===== src/rtl/mem_wishbone_bridge.sv =====
// Memory-side request to Wishbone B4 master bridge.
// One request at a time: reads as incrementing bursts, writes as single beats.
module mem_wishbone_bridge #(
    parameter bit BURST_EN = 1'b1
) (
    input  logic        clk,
    input  logic        rst,
    input  logic        request,
    input  logic [29:0] addr,
    input  logic [4:0]  rlen,
    input  logic        rnw,
    input  logic        rmw,
    input  logic [3:0]  wbe,
    input  logic [31:0] wdata,
    input  logic [1:0]  id,
    output logic        ack,
    output logic        rvalid,
    output logic [31:0] rdata,
    output logic [1:0]  rid,
    output logic        inv,
    output logic [29:0] inv_addr,
    output logic        write_outstanding,
    output logic [29:0] wb_adr,
    output logic [31:0] wb_dat_w,
    output logic [3:0]  wb_sel,
    output logic        wb_cyc,
    output logic        wb_stb,
    output logic        wb_we,
    output logic [2:0]  wb_cti,
    output logic [1:0]  wb_bte,
    input  logic [31:0] wb_dat_r,
    input  logic        wb_ack,
    input  logic        wb_err
);

    typedef enum logic [1:0] {
        IDLE  = 2'd0,
        READ  = 2'd1,
        WRITE = 2'd2
    } state_t;

    state_t      state;
    state_t      state_next;
    logic [4:0]  beat_cnt;
    logic [4:0]  cnt_next;
    logic [2:0]  cti_next;
    logic [1:0]  id_q;
    logic        term;
    logic        load;
    logic        rd_beat;
    logic        unused_rmw;

    // Read-modify-write hint carries no meaning for this bus.
    assign unused_rmw = rmw;

    assign term     = wb_ack | wb_err;
    assign wb_stb   = wb_cyc;
    assign wb_bte   = 2'b00;
    assign inv      = 1'b0;
    assign inv_addr = 30'd0;

    // State register.
    always_ff @(posedge clk or posedge rst) begin
        if (rst) begin
            state <= IDLE;
        end else begin
            state <= state_next;
        end
    end

    // Next state, request accept and beat bookkeeping.
    always_comb begin
        state_next        = state;
        ack               = 1'b0;
        load              = 1'b0;
        rd_beat           = 1'b0;
        write_outstanding = 1'b0;
        unique case (state)
            IDLE: begin
                ack = request;
                if (request) begin
                    load       = 1'b1;
                    state_next = rnw ? READ : WRITE;
                end
            end
            READ: begin
                if (term) begin
                    rd_beat = 1'b1;
                    if (beat_cnt == 5'd0) begin
                        state_next = IDLE;
                    end
                end
            end
            WRITE: begin
                write_outstanding = 1'b1;
                if (term) begin
                    state_next = IDLE;
                end
            end
            default: begin
                state_next = IDLE;
            end
        endcase

        cnt_next = beat_cnt;
        if (load) begin
            cnt_next = rlen;
        end else if (rd_beat) begin
            cnt_next = beat_cnt - 5'd1;
        end

        cti_next = 3'b000;
        if (BURST_EN) begin
            if (state_next == READ) begin
                cti_next = (cnt_next != 5'd0) ? 3'b010 : 3'b111;
            end else if (state_next == WRITE) begin
                cti_next = 3'b111;
            end
        end
    end

    // Registered Wishbone outputs, request latches and read return.
    always_ff @(posedge clk or posedge rst) begin
        if (rst) begin
            wb_cyc   <= 1'b0;
            wb_we    <= 1'b0;
            wb_cti   <= 3'b000;
            wb_adr   <= 30'd0;
            wb_sel   <= 4'd0;
            wb_dat_w <= 32'd0;
            beat_cnt <= 5'd0;
            id_q     <= 2'd0;
            rvalid   <= 1'b0;
            rdata    <= 32'd0;
            rid      <= 2'd0;
        end else begin
            wb_cyc   <= (state_next != IDLE);
            wb_we    <= (state_next == WRITE);
            wb_cti   <= cti_next;
            beat_cnt <= cnt_next;
            rvalid   <= 1'b0;
            if (load) begin
                wb_adr   <= addr;
                wb_sel   <= rnw ? 4'hF : wbe;
                wb_dat_w <= wdata;
                id_q     <= id;
            end
            if (rd_beat) begin
                rdata  <= wb_dat_r;
                rid    <= id_q;
                rvalid <= 1'b1;
                wb_adr <= wb_adr + 30'd1;
            end
        end
    end

endmodule


===== config.mk =====
export PLATFORM = sky130hd
export DESIGN_NAME = mem_wishbone_bridge
export DESIGN_NICKNAME = d
export VERILOG_FILES = /design/src/rtl/mem_wishbone_bridge.sv
export SDC_FILE = /design/constraint.sdc
export NUM_CORES = 1
export LEC_CHECK = 0
export CORE_UTILIZATION = 45
export DETAILED_ROUTE_END_ITERATION = 7
export HOLD_SLACK_MARGIN = 0.1
export PLACE_DENSITY = 0.87
export SLEW_MARGIN = 20
export SYNTH_ARGS = -nofsm -noshare
export SYNTH_HDL_FRONTEND = slang
export SYNTH_SLANG_ARGS = --single-unit

===== constraint.sdc =====
create_clock -name clk -period 5.2 [get_ports clk]
set_input_delay 0.78 -clock clk [delete_from_list [all_inputs] [get_ports clk]]
set_output_delay 0.78 -clock clk [all_outputs]
set_load 0.005 [all_outputs]

Word level (Yosys, flattened, before mapping) --
Index checks and enable logic that the tools add are counted.
Storage, ports and cells: flip-flop bits (word level) 115, bits in latches 0, RAM bits 0, memory bits (read-only) 0, input port bits 112, output and inout port bits 142, logic and storage cells 45, memories kept 0
Operators by class: add/sub/neg operators 2, $mul 0, div/mod/pow operators 0, order comparisons 0, eq/ne operators 4, shift-type cells 0, muxes and demuxes 21, bitwise gates (word level) 1, reductions and logical operators 5
Operator list (count):
- $mux 30 | 2
- $add 30x1->30 const B | 1
- $mux 2 | 5
- $mux 5 | 2
- $mux 3 | 3
- $mux 1 | 7
- $pmux 2 s3 | 1
- $logic_not 5->1 | 1
- $reduce_bool 5->1 | 1
- $sub 5x1->5 const B | 1
- $eq 2x1->1 const B | 2
- $eq 2x2->1 const B | 2
- $mux 4 | 1
- $reduce_bool 2->1 | 2
- $logic_not 2->1 | 1
- $or 1x1->1 | 1

Depth between registers and ports, before layout --
word-level depth 8, gate-level depth with buffers 11

Worst setup path after synthesis --
No wires, ideal clock.
kind input port to output port, from input request, to output ack, arrival time 1659 ps, setup slack 2761 ps, cell stages on the path 5, buffers on the path 2, path through nor2b_1 nand2_1 inv_1 buf_2 buf_1
On the way: longest elaborated chain between the ends 1
Ends and longest elaborated chain:
- start, declared | line 8 | input logic request,
- $mux 1 | line 78 | unique case (state)
- end, declared | line 16 | output logic ack,
Every way passes these cells.

Worst setup path after layout --
Same ends and word-level chain as after synthesis.

==> out/results.txt <==
Min-Delay Endpoint: rid[1]
Power density over the cells: 600 nW/um^2
Post-synth EDFFs: 0
CP startpoint kind: input pin
Layout net count: 934
Post-CTS Setup Inserts: 0
# diodes: 0
Crit path largest cell delay: 0.63 ns
Final ANT Viol Nets: 0
Commonest non-fill, non-tap cell in the layout: nand2_1
RSZ-0062 raised after global routing: false
Final Max Tran Viols: 0
Hold Violations, Final: 0
Initial Utilization: 46.6%
R2R Path Start: state[1]
CTS Buffer Depth: 2
Mapped Cells: 603
Failing checks: design-rule violations
Post-Syn Area: 5370 um^2
Synth Flop Type: dfrtp_1
Layout Utilization: 71.2%
Crit share post-route: 69.9%
Ys Warns: 0
Met2 usage: 43.5%
Global-route wire length before repair: 24.7 mm
Slew HR: 39.5%
Final Cell Area: 8190 um^2
Peak supply drop: 377 uV
CTS Buf Count: 17
Highest-count cells in the layout ignoring fill and taps: 249 x nand2_1, 219 x clkdlybuf4s50_1, 114 x dfrtp_1
TritonCTS clock tree: done
Min Hold Slack: 0.471 ns
Post-synth cell types: 57
Delay-heaviest family, CP: buffers and inverters
Worst Setup Path Type: in2out
Non-filler cells, final: 973
Share of the synthesized area in the top cell type: 53.1%
Main area contributors after synthesis: dfrtp_1 53%, nand2_1 17%, buf_4 4.9%
Drt wl/cell: 15.7 um
Worst R2R Setup Slack: 2.24 ns
Slowest CP cell: clkdlybuf4s50_1
Cells after DPL: 941
DRC viols: 28
DR iter-0 viols: 322
Die X: 111 um
Drt pass-1 iters: 6
Leakage: 3.78 nW
I/O Pins: 254
Setup TNS: 0 ns
WP data arrival: 2.85 ns
Clk Latency, worst-skew pair: 0.41 ns
Clk Tree Root Cell: clkbuf_16
Hold path startpoint: id_q[1]
Die Area: 12400 um^2
Crit path max fanout: 40
Tot Pwr: 4.91 mW
Reg2reg path depth: 7
CP Cell Sequence: clkdlybuf4s50_1 -> nor2b_1 -> nand2_2 -> inv_2 -> clkdlybuf4s50_1
Antenna violations before repair: 0
Post-CTS resize count: 0
Post-synthesis sequential area ratio: 53.1%
FFs w/ async S/R, synth: 100%
Number of cells on the worst hold path: 2
Core Region: 11500 um^2
Grt total ovfl: 0
Placed Area: 7530 um^2
Hold_buf cts: 0
Worst-path clk slew: 0.05 ns
Type of the worst min-delay path: reg2reg
Final wirelength: 15.3 mm
Vias post-DR: 5134
Total track usage: 25.5%
Reg2Reg Capture Point: wb_adr[20]
CP Buf/Inv Count: 3
Htree depth: 4
PnR worst setup slack: 1.57 ns
Final setup fails: 0
Mean post-synth cell area: 8.90 um^2
GPL Wtd Cong: 0.891
Most Crowded Layer GR: met2
CP Capture Type: primary output
Most numerous cell on the critical path: clkdlybuf4s50_1
Max-cap violation count: 0
Largest net degree at the start of global routing: 85
FMAX: 275 MHz
Dominant cell type by area after synthesis: dfrtp_1
Detailed Place HPWL: 10.4 mm
Place WS: 1.50 ns
Clock skew: 0.00425 ns
IO buf count: 219
Worst Max-Slew Pin Slew: 0.906 ns
Flops & latches, synth: 114
Die Ht: 111 um
Tmin final: 3.63 ns
Layout cell share with drive strength beyond 1: 7.11%
Grt met1 use: 29.9%
Critical Path RT: 4.42 ns
GR Layer Usage met3: 6.56%
Clock sink count: 114
Drt via density: 5.28
Number of global-route vias before repair: 5114
Standard-cell rows: 39
Status: complete, but fails checks
Synth-to-layout area growth: 52.7%
logic make-up after synthesis:
group	share of synthesized area (%)
and+or+nand+nor	27.9
AOI/OAI and AO/OA	9.25
other	0.0699
muxes	0.396
adders and majority gates	1.17
buffers and inverters	7.58
DFF	53.1
xor gates and xnor gates	0.490
how the worst max path moves through the flow:
stage	from	endpoint	slack, ns	cells after the start
finish	request	ack	1.57	5
global route	request	ack	1.42	5
CTS	request	ack	1.55	5
detailed placement	wb_err	wb_adr[20]	1.50	8
global placement	wb_err	wb_adr[20]	1.60	8
floorplan	rst	beat_cnt[0]	1.40	1
cells in the mapped netlist (3+ instances only):
cell and instances:
nor3b_1 5, clkbuf_1 14, and4_1 3, and2_1 3, o211ai_1 14, o22ai_1 7
o311ai_0 5, o311ai_1 3, xor2_1 3, o21ai_0 12, nand4_1 3, dfrtp_1 114
nor2_1 25, nor3_1 6, buf_4 35, a21oi_1 4, inv_1 11, nand2b_1 4
nand4_2 4, a311oi_1 5, nand2_1 250, ha_1 5, buf_2 4, nand3_1 15
buf_1 7
state kept, by name, summed over array words and instances, names as in the netlist:
signal    flops
wb_cti        2
id_q          2
wb_cyc        1
rdata        32
wb_we         1
wb_sel        4
state         2
beat_cnt      5
rid           2
wb_adr       30
rvalid        1
wb_dat_w     32
power breakdown:
part	total [mW]	internal [mW]	switching (mW)
Clock	1.30	0.874	0.425
Combinational	1.94	1.07	0.875
Sequential	1.67	1.31	0.359
Total	4.91	3.26	1.66
tightest hold or removal path, delay by kind of cell, from the launching register on:
kind	cells	cell delay, ns
and+or+nand+nor	2	0.10
DFF	1	0.34
per-layer routing:
metal,vias up,part of all wire [%]
met2,252,50
li1,2364,-
met5,-,0
met1,2475,39
met4,0,3.3
met3,43,7.7
final cells by class:
class | count | area (um^2)
Fill cell | 827 | 3320
Multi-Input combinational cell | 449 | 2230
Timing Repair Buffer | 223 | 2220
Clock buffer | 19 | 453
Tap cell | 143 | 179
Inverter | 12 | 50.0
Clock inverter | 13 | 206
Sequential cell | 114 | 2850
Power figures use the tool's default switching activity.
